## src/rtl/spi_reg_bridge_pkg.sv

```systemverilog
// spi_reg_bridge_pkg: FSM states, transaction-size encodings and the size helper
// shared by the SPI register bridge.
package spi_reg_bridge_pkg;

    typedef enum logic [2:0] {
        IDLE,
        HDR,
        RD_WAIT,
        DATA,
        DONE
    } state_t;

    localparam logic [1:0] TXN_8   = 2'b00;
    localparam logic [1:0] TXN_16  = 2'b01;
    localparam logic [1:0] TXN_32  = 2'b10;
    localparam logic [1:0] TXN_RSV = 2'b11;

    // Data-phase width in bits for a txn code; 0 marks the reserved code.
    function automatic logic [7:0] txn_bits(input logic [1:0] txn);
        logic [7:0] n;
        n = 8'd0;
        case (txn)
            TXN_8:   n = 8'd8;
            TXN_16:  n = 8'd16;
            TXN_32:  n = 8'd32;
            TXN_RSV: n = 8'd0;
        endcase
        return n;
    endfunction

endpackage

```

## src/rtl/spi_sync_edge.sv

```systemverilog
// spi_sync_edge: multi-flop synchroniser for one asynchronous SPI pin, with
// registered rise/fall pulses. The level output is aligned with the pulses, so
// a data pin synchronised by another instance is valid when a clock pulse fires.
module spi_sync_edge
    import spi_reg_bridge_pkg::*;
#(
    parameter int unsigned STAGES    = 2,
    parameter logic        RESET_VAL = 1'b0
) (
    input  logic clk,
    input  logic rst,
    input  logic din,
    output logic level,
    output logic rise,
    output logic fall
);

    logic [STAGES-1:0] chain;
    logic              prev;

    // Synchroniser chain, previous-value register and edge pulses.
    always_ff @(posedge clk or posedge rst) begin
        if (rst) begin
            chain <= {STAGES{RESET_VAL}};
            prev  <= RESET_VAL;
            rise  <= 1'b0;
            fall  <= 1'b0;
        end else begin
            chain <= {chain[STAGES-2:0], din};
            prev  <= chain[STAGES-1];
            rise  <= chain[STAGES-1] & ~prev;
            fall  <= ~chain[STAGES-1] & prev;
        end
    end

    assign level = prev;

endmodule

```

## src/rtl/spi_reg_bridge.sv

```systemverilog
// spi_reg_bridge: SPI mode-0 slave that turns frames of {rw, txn, addr, data}
// into one-cycle write strobes and held read requests on a peripheral bus.
// Optional burst auto-increment is enabled by defining SPI_BRIDGE_BURST_EN.
module spi_reg_bridge
    import spi_reg_bridge_pkg::*;
#(
    parameter int unsigned ADDR_W      = 6,
    parameter int unsigned DATA_W      = 32,
    parameter int unsigned SYNC_STAGES = 2,
    parameter int unsigned RD_TIMEOUT  = 64
) (
    input  logic              clk,
    input  logic              rst,
    input  logic              spi_cs_n,
    input  logic              spi_clk,
    input  logic              spi_mosi,
    output logic              spi_miso,
    output logic [ADDR_W-1:0] addr,
    output logic [DATA_W-1:0] wdata,
    output logic [1:0]        data_write_n,
    output logic [1:0]        data_read_n,
    input  logic [DATA_W-1:0] rdata,
    input  logic              data_ready,
    output logic              busy,
    output logic              err
);

    localparam int unsigned H = 3 + ADDR_W;

    logic unused_cs_level, unused_sclk_level, unused_mosi_rise, unused_mosi_fall;
    logic cs_rise, cs_fall, sclk_rise, sclk_fall, mosi_bit;

    spi_sync_edge #(.STAGES(SYNC_STAGES), .RESET_VAL(1'b1)) u_sync_cs (
        .clk   (clk),
        .rst   (rst),
        .din   (spi_cs_n),
        .level (unused_cs_level),
        .rise  (cs_rise),
        .fall  (cs_fall)
    );

    spi_sync_edge #(.STAGES(SYNC_STAGES), .RESET_VAL(1'b0)) u_sync_sclk (
        .clk   (clk),
        .rst   (rst),
        .din   (spi_clk),
        .level (unused_sclk_level),
        .rise  (sclk_rise),
        .fall  (sclk_fall)
    );

    spi_sync_edge #(.STAGES(SYNC_STAGES), .RESET_VAL(1'b0)) u_sync_mosi (
        .clk   (clk),
        .rst   (rst),
        .din   (spi_mosi),
        .level (mosi_bit),
        .rise  (unused_mosi_rise),
        .fall  (unused_mosi_fall)
    );

    state_t            state;
    logic [7:0]        cnt;
    logic [7:0]        tmo;
    logic [H-2:0]      hdr;
    logic [DATA_W-1:0] dsh;
    logic              rw;
    logic [1:0]        txn;

    logic [H-1:0]      hdr_next;
    logic [DATA_W-1:0] dsh_next;
    logic [7:0]        n_bits;
    logic [7:0]        hdr_n;

    assign hdr_next = {hdr, mosi_bit};
    assign dsh_next = {dsh[DATA_W-2:0], mosi_bit};
    assign n_bits   = txn_bits(txn);
    assign hdr_n    = txn_bits(hdr_next[ADDR_W+1:ADDR_W]);
    assign busy     = (state != IDLE);

    // Ones in the low n bits; keeps unused upper bytes of a word at zero.
    function automatic logic [DATA_W-1:0] low_mask(input logic [7:0] n);
        logic [DATA_W-1:0] m;
        for (int i = 0; i < int'(DATA_W); i++) m[i] = (i < int'(n));
        return m;
    endfunction

    // Frame FSM with registered bus-side outputs.
    always_ff @(posedge clk or posedge rst) begin
        if (rst) begin
            state        <= IDLE;
            cnt          <= 8'd0;
            tmo          <= 8'd0;
            hdr          <= '0;
            dsh          <= '0;
            rw           <= 1'b0;
            txn          <= TXN_8;
            addr         <= '0;
            wdata        <= '0;
            data_write_n <= 2'b11;
            data_read_n  <= 2'b11;
            spi_miso     <= 1'b0;
            err          <= 1'b0;
        end else begin
            data_write_n <= 2'b11;
`ifdef SPI_BRIDGE_BURST_EN
            // Advance the address the cycle after each write strobe.
            if (data_write_n != 2'b11) addr <= addr + ADDR_W'(n_bits >> 3);
`endif
            if (cs_rise) begin
                state       <= IDLE;
                data_read_n <= 2'b11;
                spi_miso    <= 1'b0;
            end else begin
                case (state)
                    IDLE: begin
                        if (cs_fall) begin
                            cnt      <= 8'd0;
                            err      <= 1'b0;
                            spi_miso <= 1'b0;
                            state    <= HDR;
                        end
                    end
                    HDR: begin
                        if (sclk_rise) begin
                            hdr <= hdr_next[H-2:0];
                            if (cnt == 8'(H - 1)) begin
                                cnt <= 8'd0;
                                if (hdr_n == 8'd0 || hdr_n > 8'(DATA_W)) begin
                                    err   <= 1'b1;
                                    state <= DONE;
                                end else begin
                                    rw   <= hdr_next[H-1];
                                    txn  <= hdr_next[ADDR_W+1:ADDR_W];
                                    addr <= hdr_next[ADDR_W-1:0];
                                    if (hdr_next[H-1]) begin
                                        state <= DATA;
                                    end else begin
                                        data_read_n <= hdr_next[ADDR_W+1:ADDR_W];
                                        tmo         <= 8'd0;
                                        state       <= RD_WAIT;
                                    end
                                end
                            end else begin
                                cnt <= cnt + 8'd1;
                            end
                        end
                    end
                    RD_WAIT: begin
                        // Master clocked data out before the peripheral answered.
                        if (sclk_fall) begin
                            spi_miso <= 1'b0;
                            err      <= 1'b1;
                        end
                        if (data_ready) begin
                            dsh         <= (rdata & low_mask(n_bits)) << (8'(DATA_W) - n_bits);
                            data_read_n <= 2'b11;
                            cnt         <= 8'd0;
                            state       <= DATA;
                        end else if (tmo == 8'(RD_TIMEOUT - 1)) begin
                            data_read_n <= 2'b11;
                            err         <= 1'b1;
                            spi_miso    <= 1'b0;
                            state       <= DONE;
                        end else begin
                            tmo <= tmo + 8'd1;
                        end
                    end
                    DATA: begin
                        if (rw) begin
                            if (sclk_rise) begin
                                dsh <= dsh_next;
                                if (cnt == n_bits - 8'd1) begin
                                    wdata        <= dsh_next & low_mask(n_bits);
                                    data_write_n <= txn;
                                    cnt          <= 8'd0;
`ifdef SPI_BRIDGE_BURST_EN
                                    state        <= DATA;
`else
                                    state        <= DONE;
`endif
                                end else begin
                                    cnt <= cnt + 8'd1;
                                end
                            end
                        end else begin
                            // Word is left-aligned in dsh; MSB leaves on each fall.
                            if (sclk_fall) begin
                                spi_miso <= dsh[DATA_W-1];
                                dsh      <= {dsh[DATA_W-2:0], 1'b0};
                            end
                            if (sclk_rise) begin
                                if (cnt == n_bits - 8'd1) begin
                                    cnt <= 8'd0;
`ifdef SPI_BRIDGE_BURST_EN
                                    addr        <= addr + ADDR_W'(n_bits >> 3);
                                    data_read_n <= txn;
                                    tmo         <= 8'd0;
                                    state       <= RD_WAIT;
`else
                                    state       <= DONE;
`endif
                                end else begin
                                    cnt <= cnt + 8'd1;
                                end
                            end
                        end
                    end
                    DONE: begin
                        spi_miso <= 1'b0;
                    end
                    default: begin
                        state <= IDLE;
                    end
                endcase
            end
        end
    end

endmodule

```

## config.mk

```make
export PLATFORM = sky130hd
export DESIGN_NAME = spi_reg_bridge
export DESIGN_NICKNAME = d
export VERILOG_FILES = /design/src/rtl/spi_reg_bridge_pkg.sv /design/src/rtl/spi_sync_edge.sv /design/src/rtl/spi_reg_bridge.sv
export SDC_FILE = /design/constraint.sdc
export NUM_CORES = 1
export LEC_CHECK = 0
export BUFFER_PORTS_ARGS = -buffer_cell sky130_fd_sc_hd__buf_4
export CAP_MARGIN = 20
export CORE_MARGIN = 4
export CORE_UTILIZATION = 40
export CTS_BUF_LIST = sky130_fd_sc_hd__clkbuf_2 sky130_fd_sc_hd__clkbuf_4 sky130_fd_sc_hd__clkbuf_8
export DETAILED_ROUTE_END_ITERATION = 7
export GPL_ROUTABILITY_DRIVEN = 0
export GPL_TIMING_DRIVEN = 0
export SLEW_MARGIN = 30
export SYNTH_ARGS = -nofsm -noshare
export SYNTH_HDL_FRONTEND = slang
export SYNTH_SLANG_ARGS = --single-unit
```

## constraint.sdc

```tcl
create_clock -name clk -period 4.4 [get_ports clk]
set_input_delay 0 -clock clk [delete_from_list [all_inputs] [get_ports clk]]
set_output_delay 0 -clock clk [all_outputs]
set_load 0.1 [all_outputs]
```

[Word-level counts from Yosys, hierarchy flattened]
Cells that the tools add are included.
Word-level totals
  flip-flop bits (word level): 119
  latch bits: 0
  bits in writable memories: 0
  ROM bits: 0
  bits of input ports: 38
  word-level logic and storage cells: 191
  memories kept: 0
Cells by class
  add/subtract/negate cells: 4
  multipliers: 0
  divide/modulo/power cells: 0
  order comparisons: 33
  equal/unequal tests: 36
  shifts and indexed selects: 1
  muxes and demuxes: 60
  bitwise logic cells: 12
  reduce and logical (&&, ||, !) cells: 22
Operators by type and width (count)
  less-than comparator 5 x 8 -> 1 bit, first input constant: 16
  2-to-1 mux 32 bit: 4
  2-to-1 mux 8 bit: 12
  one-hot mux 8 bit (4 select lines): 3
  bitwise AND 32 bit: 2
  less-than comparator 4 x 8 -> 1 bit, first input constant: 8
  one-hot mux 32 bit (2 select lines): 1
  less-than comparator 3 x 8 -> 1 bit, first input constant: 4
  << shifter 32 x 8 -> 32 bit: 1
  2-to-1 mux 3 bit: 9
  2-to-1 mux 2 bit: 12
  != test 3 x 2 -> 1 bit, second input constant: 7
  AND reduction 6 bit: 3
  adder 8 x 1 -> 8 bit, second input constant: 2
  less-than comparator 1 x 8 -> 1 bit, first input constant: 2
  less-than comparator 2 x 8 -> 1 bit, first input constant: 2
  one-hot mux 8 bit (2 select lines): 1
  one-hot mux 3 bit (5 select lines): 1
  AND reduction 5 bit: 3
  2-to-1 mux 1 bit: 14
  != test 2 bit, second input constant: 7
  != test 3 x 1 -> 1 bit, second input constant: 4
  nonzero test 3 bit: 3
  == test 2 bit, second input constant: 4
  other kinds (28): 43

[Depth between registers and ports, before layout]
Gate-level depths: netlist of run 1.
  depth after elaboration: 9
  gate-level depth with buffers: 9
  depth with buffers taken out: 7

[By module]
Synthesis of run 1 repeated with hierarchy kept, for this count alone.
Second synthesis, totals
  cell total of the unflattened synthesis: 640
  area total of the unflattened synthesis: 6098.3 um^2
By module, submodules not included
  spi_reg_bridge: times used 1, cells each 616, area an instance 5662.9 um^2, seq. area each 2657.5 um^2
  spi_sync_edge (u_sync_mosi ...): times used 2, cells each 8, area an instance 143.9 um^2, seq. area each 125.1 um^2
  spi_sync_edge (u_sync_cs): times used 1, cells each 8, area an instance 147.6 um^2, seq. area each 128.9 um^2

[Worst setup path before layout of run 1]
Ideal clock, no wire load.
  kind: reg2reg
  from: register txn[0]
  to: register state[0]
  data arrival time: 2.125 ns
  data required time: 4.321 ns
  setup slack: 2.195 ns
  stages on the path, launching flop included: 7
  buffers on the path: 0
  clock period less this slack: 2.205 ns
  path through: dfrtp_1 -> ha_1 -> or3_1 -> a211oi_2 -> a21oi_2 -> a2111oi_4 -> mux2i_1
Between the ends
  cells in the longest elaborated chain, start to end: 6
RTL lines
  start, declared: RTL line spi_reg_bridge.sv:66  | logic [1:0] txn;
  start signal, assigned: RTL line spi_reg_bridge.sv:132  | txn <= hdr_next[ADDR_W+1:ADDR_W];
  == test 2 bit (tied with other cells): RTL line spi_reg_bridge_pkg.sv:22  | case (txn)
  one-hot mux 8 bit (4 select lines) *: RTL line spi_reg_bridge_pkg.sv:22
  subtractor 8 x 1 -> 8 bit *: RTL line spi_reg_bridge.sv:171, spi_reg_bridge.sv:191
  == test 8 bit *: RTL line spi_reg_bridge.sv:171, spi_reg_bridge.sv:191
  != test 3 x 2 -> 1 bit (no line) *
  AND reduction 7 bit (no line) *
  end signal, assigned: RTL line spi_reg_bridge.sv:178  | state <= DONE;
  end signal, assigned: RTL line spi_reg_bridge.sv:199  | state <= DONE;
  end signal, assigned: RTL line spi_reg_bridge.sv:211  | state <= IDLE;
  end, declared: RTL line spi_reg_bridge.sv:60  | state_t state;
Mark *: on every way between the ends. The rest lies on a longest branch, timed or not. The select of a mux whose other input is x is not followed.
A chain may end at the register's enable or synchronous reset.

[Worst setup path after layout of run 1]
  from: register txn[1]
  to: register wdata[8]
Between the ends
  cells in the longest elaborated chain, start to end: 5
RTL lines
  == test 2 bit (tied with other cells): RTL line spi_reg_bridge_pkg.sv:22
  one-hot mux 8 bit (4 select lines) *: RTL line spi_reg_bridge_pkg.sv:22
  subtractor 8 x 1 -> 8 bit: RTL line spi_reg_bridge.sv:171  | if (cnt == n_bits - 8'd1) begin
  == test 8 bit: RTL line spi_reg_bridge.sv:171
  AND reduction 5 bit (no line)
  end signal, assigned: RTL line spi_reg_bridge.sv:172  | wdata <= dsh_next & low_mask(n_bits);
  end, declared: RTL line spi_reg_bridge.sv:19  | output logic [DATA_W-1:0] wdata,
Marks and branches as above.

==> qor.json, run 1 <==
{
  "synthFlopType": "dfrtp_1",
  "hold_viol_final": 0,
  "setup_violations": 0,
  "ys.warnings.count": 0,
  "core.rowCount": 45,
  "cap_viol_max_count": 0,
  "num_vias": 5616,
  "post_synth_main_area_contributors": "dfrtp_1 46%, nand2_1 8.3%, o21ai_0 6.2%",
  "tritoncts_clock_tree": "done",
  "place_worst_setup_slack_ns": 1.61,
  "final_min_period_over_clock_period": 0.646,
  "drt_pass1_iterations": 6,
  "hp-class": "input pin to flop",
  "cts.repair.resized": 0,
  "clock_tree.buffer_depth": 2,
  "placed_cell_area_sq_um": 7040,
  "wl_per_cell_um": 17.8,
  "cts_made_buffers": 17,
  "die_height_um": 132,
  "post_synthesis_instance_area_sq_um": 6160,
  "final_design_area_no_fill_sq_um": 7530,
  "drc": 0,
  "yosys.cell_types.count": 68,
  "fraction_of_final_layout_cells_sized_beyond_drive_strength_1": 0.199,
  "insertedDiodeCount": 0,
  "ir_worst_vdd_mv": 0.477,
  "drt-initial-drc-count": 475,
  "vias_per_cell": 5.74,
  "first_global_vias": 5489,
  "pin_count_of_the_biggest_net_entering_global_routing": 87,
  "initial_utilization": 0.407,
  "antenna_found_initial": 0,
  "run_status": "complete, no violations",
  "layout_min_cycle_time_ns": 2.84,
  "slew_headroom": 0.384,
  "cts_max_level": 4,
  "post-cts-setup-buffers": 0,
  "cts.hold.buffers_added": 14,
  "synth_fp_nets": 708,
  "hold_ws_ns": 0.0210,
  "ys_seq_area_frac": 0.485,
  "clock-root-buffer": "clkbuf_8",
  "final_antenna_net_count": 0,
  "startpoint_type": "flop",
  "stdcell_count": 978,
  "cts.sinks": 119,
  "timing.clock.skew_ns": 0.0129,
  "dieWidth_um": 132,
  "dpl.cell_count": 932,
  "report.final.slew_viol_count": 0,
  "grt_first_pass_wirelength_um": 28400,
  "num-nets-final": 824,
  "worst_slew_pin_slew_ns": 0.924,
  "synth_edf_count": 0,
  "critical_path_class": "flop to flop",
  "clk_pin_slew_ns": 0.07,
  "critPathArrivalTime_ns": 3.16,
  "final_critical_path_setup_slack_ns": 1.56,
  "timing.critical_path.to_type": "flop",
  "portBuffers": 82,
  "synth-seq-cells": 119,
  "clkLatencyLatePin_ns": 0.45,
  "post_synth_inst_count": 661,
  "async_flop_share": 1.00,
  "grt.total_usage": 0.200,
  "floorplan.die_area_sq_um": 17400,
  "placeableCoreArea_sq_um": 15100,
  "detailed_place_hpwl_um": 12800,
  "ios": 83,
  "area_growth_synth_to_finish_pct": 22.4,
  "p_leak_nw": 3.31,
  "grt_overflow": 0,
  "max_freq_mhz": 352,
  "yosysTopAreaCell": "dfrtp_1",
  "pwr_density_cell_nw_per_um2": 567,
  "grt_setup_unrepaired": "false",
  "post_synthesis_area_per_instance_sq_um": 9.31,
  "postRouteWirelength_um": 17400,
  "worst-path-max-fanout": 10,
  "synth_top_area_frac": 0.455,
  "final.fill_count": 1455,
  "worst-endpoint-required_ns": 4.72,
  "setup-tns-final_ns": 0
}
sequential cells by signal, summed over array words and instances, names as in the netlist, 2 cells and up:
signal	flops
txn	2
tmo	8
addr	6
wdata	32
u_sync_mosi.chain	2
cnt	8
u_sync_sclk.chain	2
hdr	8
state	3
u_sync_cs.chain	2
data_write_n	2
data_read_n	2
dsh	32
cells in the mapped netlist (all sizes together) (3+ instances only):
master,n
dfstp,7
a21oi,27
o31ai,5
a21o,4
o211ai,7
dfrtp,112
nand3,23
nand2,136
nor2,13
a22oi,8
a32oi,13
clkbuf,38
inv,13
o221ai,4
a221oi,7
nor2b,13
nand4,11
ha,9
o21ba,3
a2bb2oi,8
and3,9
o21ai,91
nor4,3
mux2i,8
and2,4
nand2b,8
nor3,11
buf,8
mux2,15
o2111ai,3
a31oi,5
routing by layer:
metal | global-route usage | vias to the layer above | routed length, um
met4 | 0.0729 | 0 | 421
met1 | 0.272 | 2702 | 7710
met5 | 0 | - | 0
met2 | 0.314 | 240 | 8080
li1 | - | 2629 | -
met3 | 0.0481 | 45 | 1150
kinds of logic after synthesis:
kind of cell / count (synthesis) / share of synthesized area
xor gates and xnor gates: 3 / 0.00427
muxes: 23 / 0.0404
and+or+nand+nor: 248 / 0.196
DFF: 119 / 0.485
AOI/OAI and AO/OA: 200 / 0.218
buffers and inverters: 59 / 0.0378
adders and majority gates: 9 / 0.0183
final timing paths:
path	start	end	slack [ns]	cells after the start
setup / recovery	txn[1]$_DFFE_PP0P_	wdata[8]$_DFFE_PP0P_	1.56	7
hold / removal	rdata[15]	dsh[15]$_DFFE_PP0P_	0.02	4
setup reg to reg	txn[1]$_DFFE_PP0P_	wdata[8]$_DFFE_PP0P_	1.56	7
hold reg to reg	u_sync_mosi.chain[1]$_DFF_PP0_	u_sync_mosi.level$_DFF_PP0_	0.35	0
max in group asynchronous	rst	u_sync_cs.level$_DFF_PP1_	3.61	4
min in group asynchronous	rst	wdata[3]$_DFFE_PP0P_	0.06	3
layout make-up:
type,count,area (sq um),share of cell area
clock inverters,9,53.8,0.00714
repair buffers,97,783,0.104
plain buffers,46,184,0.0244
flip-flops and latches,119,2990,0.396
well taps,188,235,0.0312
clock buffers,23,292,0.0387
inverters,13,56.3,0.00747
multi-input cells,483,2940,0.391
power breakdown:
group / leakage [nW] / switching [mW] / internal (mW)
logic: 1.54 / 1.24 / 0.710
registers: 1.59 / 0.167 / 1.28
clock network: 0.183 / 0.436 / 0.437
layout by cell type (no fill, tap or decap), drive strengths merged, types with 9 or more instances in the layout:
cell type / count
dlygate4sd3: 14
ha: 9
and3: 9
nand2: 136
nor2: 13
buf: 91
nor3: 11
a21oi: 27
dfrtp: 112
nand3: 23
a32oi: 13
clkbuf: 61
nor2b: 13
inv: 13
mux2: 15
nand4: 11
o21ai: 91
stage by stage:
stage          power [mW]   util
4_1_cts              4.27  0.497
3_5_place_dp         3.36  0.465
3_3_place_gp         3.32  0.463
2_1_floorplan        2.88      -
5_1_grt              4.54  0.497
6_report             4.27  0.497
worst max-delay path, stage by stage (launching register included):
cell and delay (ns):
dfrtp_1 0.45, ha_1 0.31, or3_1 0.41, a211oi_2 0.37, nand3_1 0.51, clkbuf_1 0.43, nand2_1 0.15, o21ai_0 0.08
Power figures use the tool's default switching activity.
==> run 2: changes to the inputs <==
==> constraint.sdc (replaced) <==
create_clock -name clk -period 2.7 [get_ports clk]
set_input_delay 0 -clock clk [delete_from_list [all_inputs] [get_ports clk]]
set_output_delay 0 -clock clk [all_outputs]
set_load 0.1 [all_outputs]
==> run 2 against run 1 <==
  * Register-to-register slack got worse by 1.4 ns
  * Maximum frequency increased by 11%
  * First-iteration DRC count increased by 16%
  * Non-clock buffer count unchanged
  * Clock-buffer cell count decreased by 3
  * Sequential cell count unchanged
  * Critical path type unchanged
==> qor.json, run 2 (synthesized netlist as in run 1, its figures left out) <==
{
  "timing.critical_path.to_type": "flop",
  "grt_setup_unrepaired": "true",
  "final_antenna_net_count": 0,
  "drc": 0,
  "critical_path.cell_chain": "ha_1 > or3_1 > a211oi_2 > nand3_2 > clkbuf_2 > nand2_1 > o21ai_0",
  "core.rowCount": 45,
  "worst-endpoint-required_ns": 3.00,
  "run_status": "complete, no violations",
  "regToRegStartpoint": "txn[0]$_DFFE_PP0P_",
  "clkLatencyLatePin_ns": 0.44,
  "timing.clock.skew_ns": 0.0183,
  "cap_viol_max_count": 0,
  "worst-path-max-fanout": 10,
  "timing.critical_path.max_delay_family": "simple AND/OR/NAND/NOR gates",
  "worst-r2r-setup-slack_ns": 0.15,
  "p_leak_nw": 3.37,
  "hold_ws_ns": 0.0195,
  "floorplan.die_area_sq_um": 17400,
  "area_growth_synth_to_finish_pct": 25.1,
  "initial_utilization": 0.407,
  "vias_per_cell": 5.70,
  "setup_violations": 0,
  "critical_path_class": "flop to flop",
  "grt_overflow": 0,
  "first_global_vias": 5506,
  "drt-initial-drc-count": 550,
  "ir_worst_vdd_mv": 0.759,
  "biggestRegsByFlops": "dsh x32, wdata x32",
  "pin_count_of_the_biggest_net_entering_global_routing": 30,
  "tritoncts_clock_tree": "done",
  "worst_path_max_delay_cell": "dfrtp_1",
  "portBuffers": 82,
  "clock-root-buffer": "clkbuf_8",
  "critical_path.max_stage_delay_ns": 0.44,
  "hold_depth": 4,
  "layout_min_cycle_time_ns": 2.55,
  "report.final.slew_viol_count": 0,
  "detailed_place_hpwl_um": 13000,
  "worst_hold_startpoint": "rdata[31]",
  "num-nets-final": 824,
  "num_vias": 5574,
  "cts_made_buffers": 17,
  "hold-path-endpoint": "dsh[31]$_DFFE_PP0P_",
  "cts_max_level": 4,
  "ios": 83,
  "dieWidth_um": 132,
  "worst-r2r-cell-count": 7,
  "clk_pin_slew_ns": 0.08,
  "setup-tns-final_ns": 0,
  "p_total_mw": 7.45,
  "cts.sinks": 119,
  "wl_per_cell_um": 17.8,
  "clock_tree.buffer_depth": 2,
  "hold_viol_final": 0,
  "insertedDiodeCount": 0,
  "post-cts-setup-buffers": 0,
  "fraction_of_final_layout_cells_sized_beyond_drive_strength_1": 0.209,
  "layout.cells.most_common_list": "136 x nand2_1, 112 x dfrtp_1, 82 x buf_4, 76 x o21ai_0, 35 x clkbuf_1",
  "final_min_period_over_clock_period": 0.946,
  "max_freq_mhz": 391,
  "final.fill_count": 1370,
  "worstReg2RegEnd": "wdata[9]$_DFFE_PP0P_",
  "drt_pass1_iterations": 8,
  "grt_first_pass_wirelength_um": 29000,
  "grt.total_usage": 0.206,
  "startpoint_type": "flop",
  "postRouteWirelength_um": 17400,
  "worst_slew_pin_slew_ns": 0.749,
  "critPathArrivalTime_ns": 2.85,
  "hp-class": "input pin to flop",
  "slew_headroom": 0.499,
  "layout.cells.most_common": "nand2_1",
  "antenna_found_initial": 0,
  "placeableCoreArea_sq_um": 15100,
  "die_height_um": 132,
  "pwr_density_cell_nw_per_um2": 967,
  "cp_buf_inv_count": 1
}
run 2: metal layers:
metal | global-route usage | vias up | part of all wire
met3 | 0.0492 | 34 | 0.067
met5 | 0 | - | 0
met4 | 0.0718 | 0 | 0.019
met1 | 0.277 | 2661 | 0.45
li1 | - | 2637 | -
met2 | 0.326 | 242 | 0.47
run 2: worst max path at each step:
stage | from | to | slack (ns) | cells after the start
floorplan | txn[0]$_DFFE_PP0P_ | state[0]$_DFFE_PP0P_ | 0.50 | 6
global placement | txn[0]$_DFFE_PP0P_ | wdata[8]$_DFFE_PP0P_ | 0.03 | 7
detailed placement | txn[1]$_DFFE_PP0P_ | wdata[9]$_DFFE_PP0P_ | -0.01 | 7
CTS | txn[0]$_DFFE_PP0P_ | dsh[11]$_DFFE_PP0P_ | 0.02 | 8
global route | txn[1]$_DFFE_PP0P_ | wdata[19]$_DFFE_PP0P_ | -0.02 | 7
finish | txn[0]$_DFFE_PP0P_ | wdata[9]$_DFFE_PP0P_ | 0.15 | 7
run 2: timing repair:
item,in CTS,in global routing
hold buffers,12,0
endpoints found under the setup margin,10,44
endpoints found under the hold margin,49,0
gates resized for setup,1,5
run 2: cell type report:
class / instances / area [sq um] / share of cell area
flip-flops and latches: 119 / 2990 / 0.388
multi-input cells: 483 / 2960 / 0.384
repair buffers: 98 / 823 / 0.107
clock buffers: 20 / 263 / 0.0341
well taps: 188 / 235 / 0.0305
clock inverters: 12 / 200 / 0.0260
plain buffers: 45 / 183 / 0.0237
inverters: 13 / 52.6 / 0.00682
run 2: stage by stage:
| step | utilization | cells | instance area (sq um) | setup WS [ns] |
|---|---|---|---|---|
| after global placement | 0.463 | 931 | 7010 | 0.0336 |
| after floorplan | - | 661 | 6160 | 0.495 |
| after CTS | 0.508 | 979 | 7690 | 0.0229 |
| final | 0.509 | 978 | 7700 | 0.145 |
| after global routing | 0.509 | 978 | 7700 | -0.0160 |
| after detailed placement | 0.469 | 935 | 7110 | -0.0149 |
run 2: worst register-to-register path, stage by stage (launching register included):
cell      delay [ns]
dfrtp_1         0.44
ha_1            0.31
or3_1           0.41
a211oi_2        0.38
nand3_2         0.33
clkbuf_2        0.34
nand2_1         0.11
o21ai_0         0.09
run 2: where the power goes:
part	switching (mW)	total [mW]	internal, mW
combinational	2.03	3.20	1.17
clock	0.741	1.89	1.14
sequential	0.275	2.37	2.09
total	3.04	7.45	4.41
==> run 3: changes to the inputs <==
--- a/config.mk
+++ b/config.mk
@@ -7,12 +7,15 @@
 export LEC_CHECK = 0
 export BUFFER_PORTS_ARGS = -buffer_cell sky130_fd_sc_hd__buf_4
 export CAP_MARGIN = 20
+export CELL_PAD_IN_SITES_DETAIL_PLACEMENT = 0
+export CELL_PAD_IN_SITES_GLOBAL_PLACEMENT = 1
 export CORE_MARGIN = 4
 export CORE_UTILIZATION = 40
 export CTS_BUF_LIST = sky130_fd_sc_hd__clkbuf_2 sky130_fd_sc_hd__clkbuf_4 sky130_fd_sc_hd__clkbuf_8
 export DETAILED_ROUTE_END_ITERATION = 7
 export GPL_ROUTABILITY_DRIVEN = 0
 export GPL_TIMING_DRIVEN = 0
+export PLACE_DENSITY_LB_ADDON = 0.1
 export SLEW_MARGIN = 30
 export SYNTH_ARGS = -nofsm -noshare
 export SYNTH_HDL_FRONTEND = slang
==> run 3 against run 2 <==
  * Worst setup slack worse by 0.036 ns
  * Final cell count is 0.51% higher
  * Via count is 0.70% lower
  * Critical endpoint is now state[1]$_DFFE_PP0P_
  * Highest routed layer unchanged
==> qor.json, run 3 (synthesized netlist as in run 1, its figures left out) <==
{
  "dieWidth_um": 132,
  "die_height_um": 132,
  "initial_utilization": 0.407,
  "placed_cell_area_sq_um": 7110,
  "num-nets-final": 829,
  "pwr_density_cell_nw_per_um2": 927,
  "hold_viol_final": 0,
  "p_total_mw": 7.11,
  "placeableCoreArea_sq_um": 15100,
  "biggestRegsByFlops": "dsh x32, wdata x32",
  "wl_per_cell_um": 18.1,
  "clock_tree.buffer_depth": 2,
  "antenna_found_initial": 0,
  "hold_ws_ns": 0.0329,
  "num_vias": 5535,
  "slew_headroom": 0.437,
  "layout.cells.most_common": "nand2_1",
  "ios": 83,
  "drc": 0,
  "portBuffers": 82,
  "grt.total_usage": 0.208,
  "vias_per_cell": 5.63,
  "floorplan.die_area_sq_um": 17400,
  "max_freq_mhz": 386,
  "detailed_place_hpwl_um": 13300,
  "worst-endpoint-required_ns": 3.06,
  "drt-initial-drc-count": 376,
  "critPathArrivalTime_ns": 2.95,
  "report.final.slew_viol_count": 0,
  "area_growth_synth_to_finish_pct": 24.5,
  "grt_overflow": 0,
  "setup_violations": 0,
  "first_global_vias": 5526,
  "grt_first_pass_wirelength_um": 29000,
  "layout.cells.most_common_list": "136 x nand2_1, 112 x dfrtp_1, 82 x buf_4, 76 x o21ai_0, 36 x clkbuf_1",
  "timing.critical_path.to_type": "flop",
  "hp-class": "input pin to flop",
  "p_leak_nw": 3.36,
  "tritoncts_clock_tree": "done",
  "layout_min_cycle_time_ns": 2.59,
  "startpoint_type": "flop",
  "postRouteWirelength_um": 17800,
  "pin_count_of_the_biggest_net_entering_global_routing": 31,
  "final_min_period_over_clock_period": 0.960,
  "cts.sinks": 119,
  "worst-path-max-fanout": 7,
  "final_antenna_net_count": 0,
  "core.rowCount": 45,
  "critical_path_class": "flop to flop",
  "cap_viol_max_count": 0,
  "fraction_of_final_layout_cells_sized_beyond_drive_strength_1": 0.208,
  "cts_max_level": 4,
  "insertedDiodeCount": 0,
  "clock-root-buffer": "clkbuf_8",
  "cts_made_buffers": 17,
  "run_status": "complete, no violations",
  "postLayoutCoreUtil": 0.506,
  "ir_worst_vdd_mv": 0.595,
  "timing.clock.skew_ns": 0.0120,
  "worst_slew_pin_slew_ns": 0.837,
  "clkLatencyLatePin_ns": 0.45,
  "clk_pin_slew_ns": 0.07,
  "drt_pass1_iterations": 4,
  "final_design_area_no_fill_sq_um": 7670
}
==> run 3: cell types whose count changed in the layout (fill, tap and decap cells not counted), sizes merged <==
cell         before  now
buf              94   93
bufinv            5    1
clkbuf           57   60
clkinv            3    7
clkinvlp          4    3
dlygate4sd3      12   17
inv              13   12
==> run 3: cell type report <==
class,count,area [sq um]
clock inverter,10,80.1
timing repair buffer,103,881
sequential,119,2990
multi-input combinational,483,2970
tap,188,235
clock buffer,22,278
inverter,13,52.6
fill,1445,7480
buffer,45,183
==> run 3: path summary, 6_finish.rpt <==
path                                                 from                           to  slack [ns]  cells after the start
max                                    txn[0]$_DFFE_PP0P_         state[1]$_DFFE_PP0P_        0.11                      6
min                                             rdata[29]          dsh[29]$_DFFE_PP0P_        0.03                      5
max reg2reg                            txn[0]$_DFFE_PP0P_         state[1]$_DFFE_PP0P_        0.11                      6
min reg2reg                u_sync_mosi.chain[1]$_DFF_PP0_  u_sync_mosi.level$_DFF_PP0_        0.34                      0
max in group asynchronous                             rst    data_write_n[1]$_DFF_PP1_        1.72                      5
min in group asynchronous                             rst          dsh[23]$_DFFE_PP0P_        0.20                      3
==> run 3: metrics by stage <==
| stage | setup slack, ns | TNS (ns) | cells |
|---|---|---|---|
| global route | -0.00690 | -0.00690 | 983 |
| detailed placement | -0.118 | -1.52 | 935 |
| global placement | -0.0568 | -0.416 | 931 |
| CTS | 0.0419 | 0 | 984 |
| floorplan | 0.495 | 0 | 661 |
| finish | 0.109 | 0 | 983 |
==> run 3: power breakdown <==
group	leakage [nW]	switching (mW)	internal, mW
logic	1.58	2.06	1.19
registers	1.59	0.275	2.09
clock network	0.190	0.710	0.778
total	3.36	3.05	4.06
==> run 3: worst max-delay path, stage by stage (launching register included) <==
cell and delay (ns):
dfrtp_1 0.44, ha_1 0.32, or3_1 0.44, a211oi_4 0.37, a21oi_2 0.20, a2111oi_4 0.47
mux2i_1 0.25
==> run 3: metal layers <==
| metal | share of wire | GRT usage | vias up | wire length (um) |
|---|---|---|---|---|
| met4 | 0.036 | 0.0986 | 0 | 647 |
| met5 | 0 | 0 | - | 0 |
| li1 | - | - | 2638 | - |
| met3 | 0.042 | 0.0397 | 47 | 741 |
| met2 | 0.48 | 0.336 | 169 | 8630 |
| met1 | 0.44 | 0.269 | 2681 | 7780 |
==> run 3: what timing repair did <==
action / 4_1_cts / 5_1_grt
hold endpoints to repair: 38 / 0
hold buffers: 17 / 0
setup buffers: 0 / 0
endpoints found under the setup margin: 32 / 43
gates resized for setup: 1 / 7
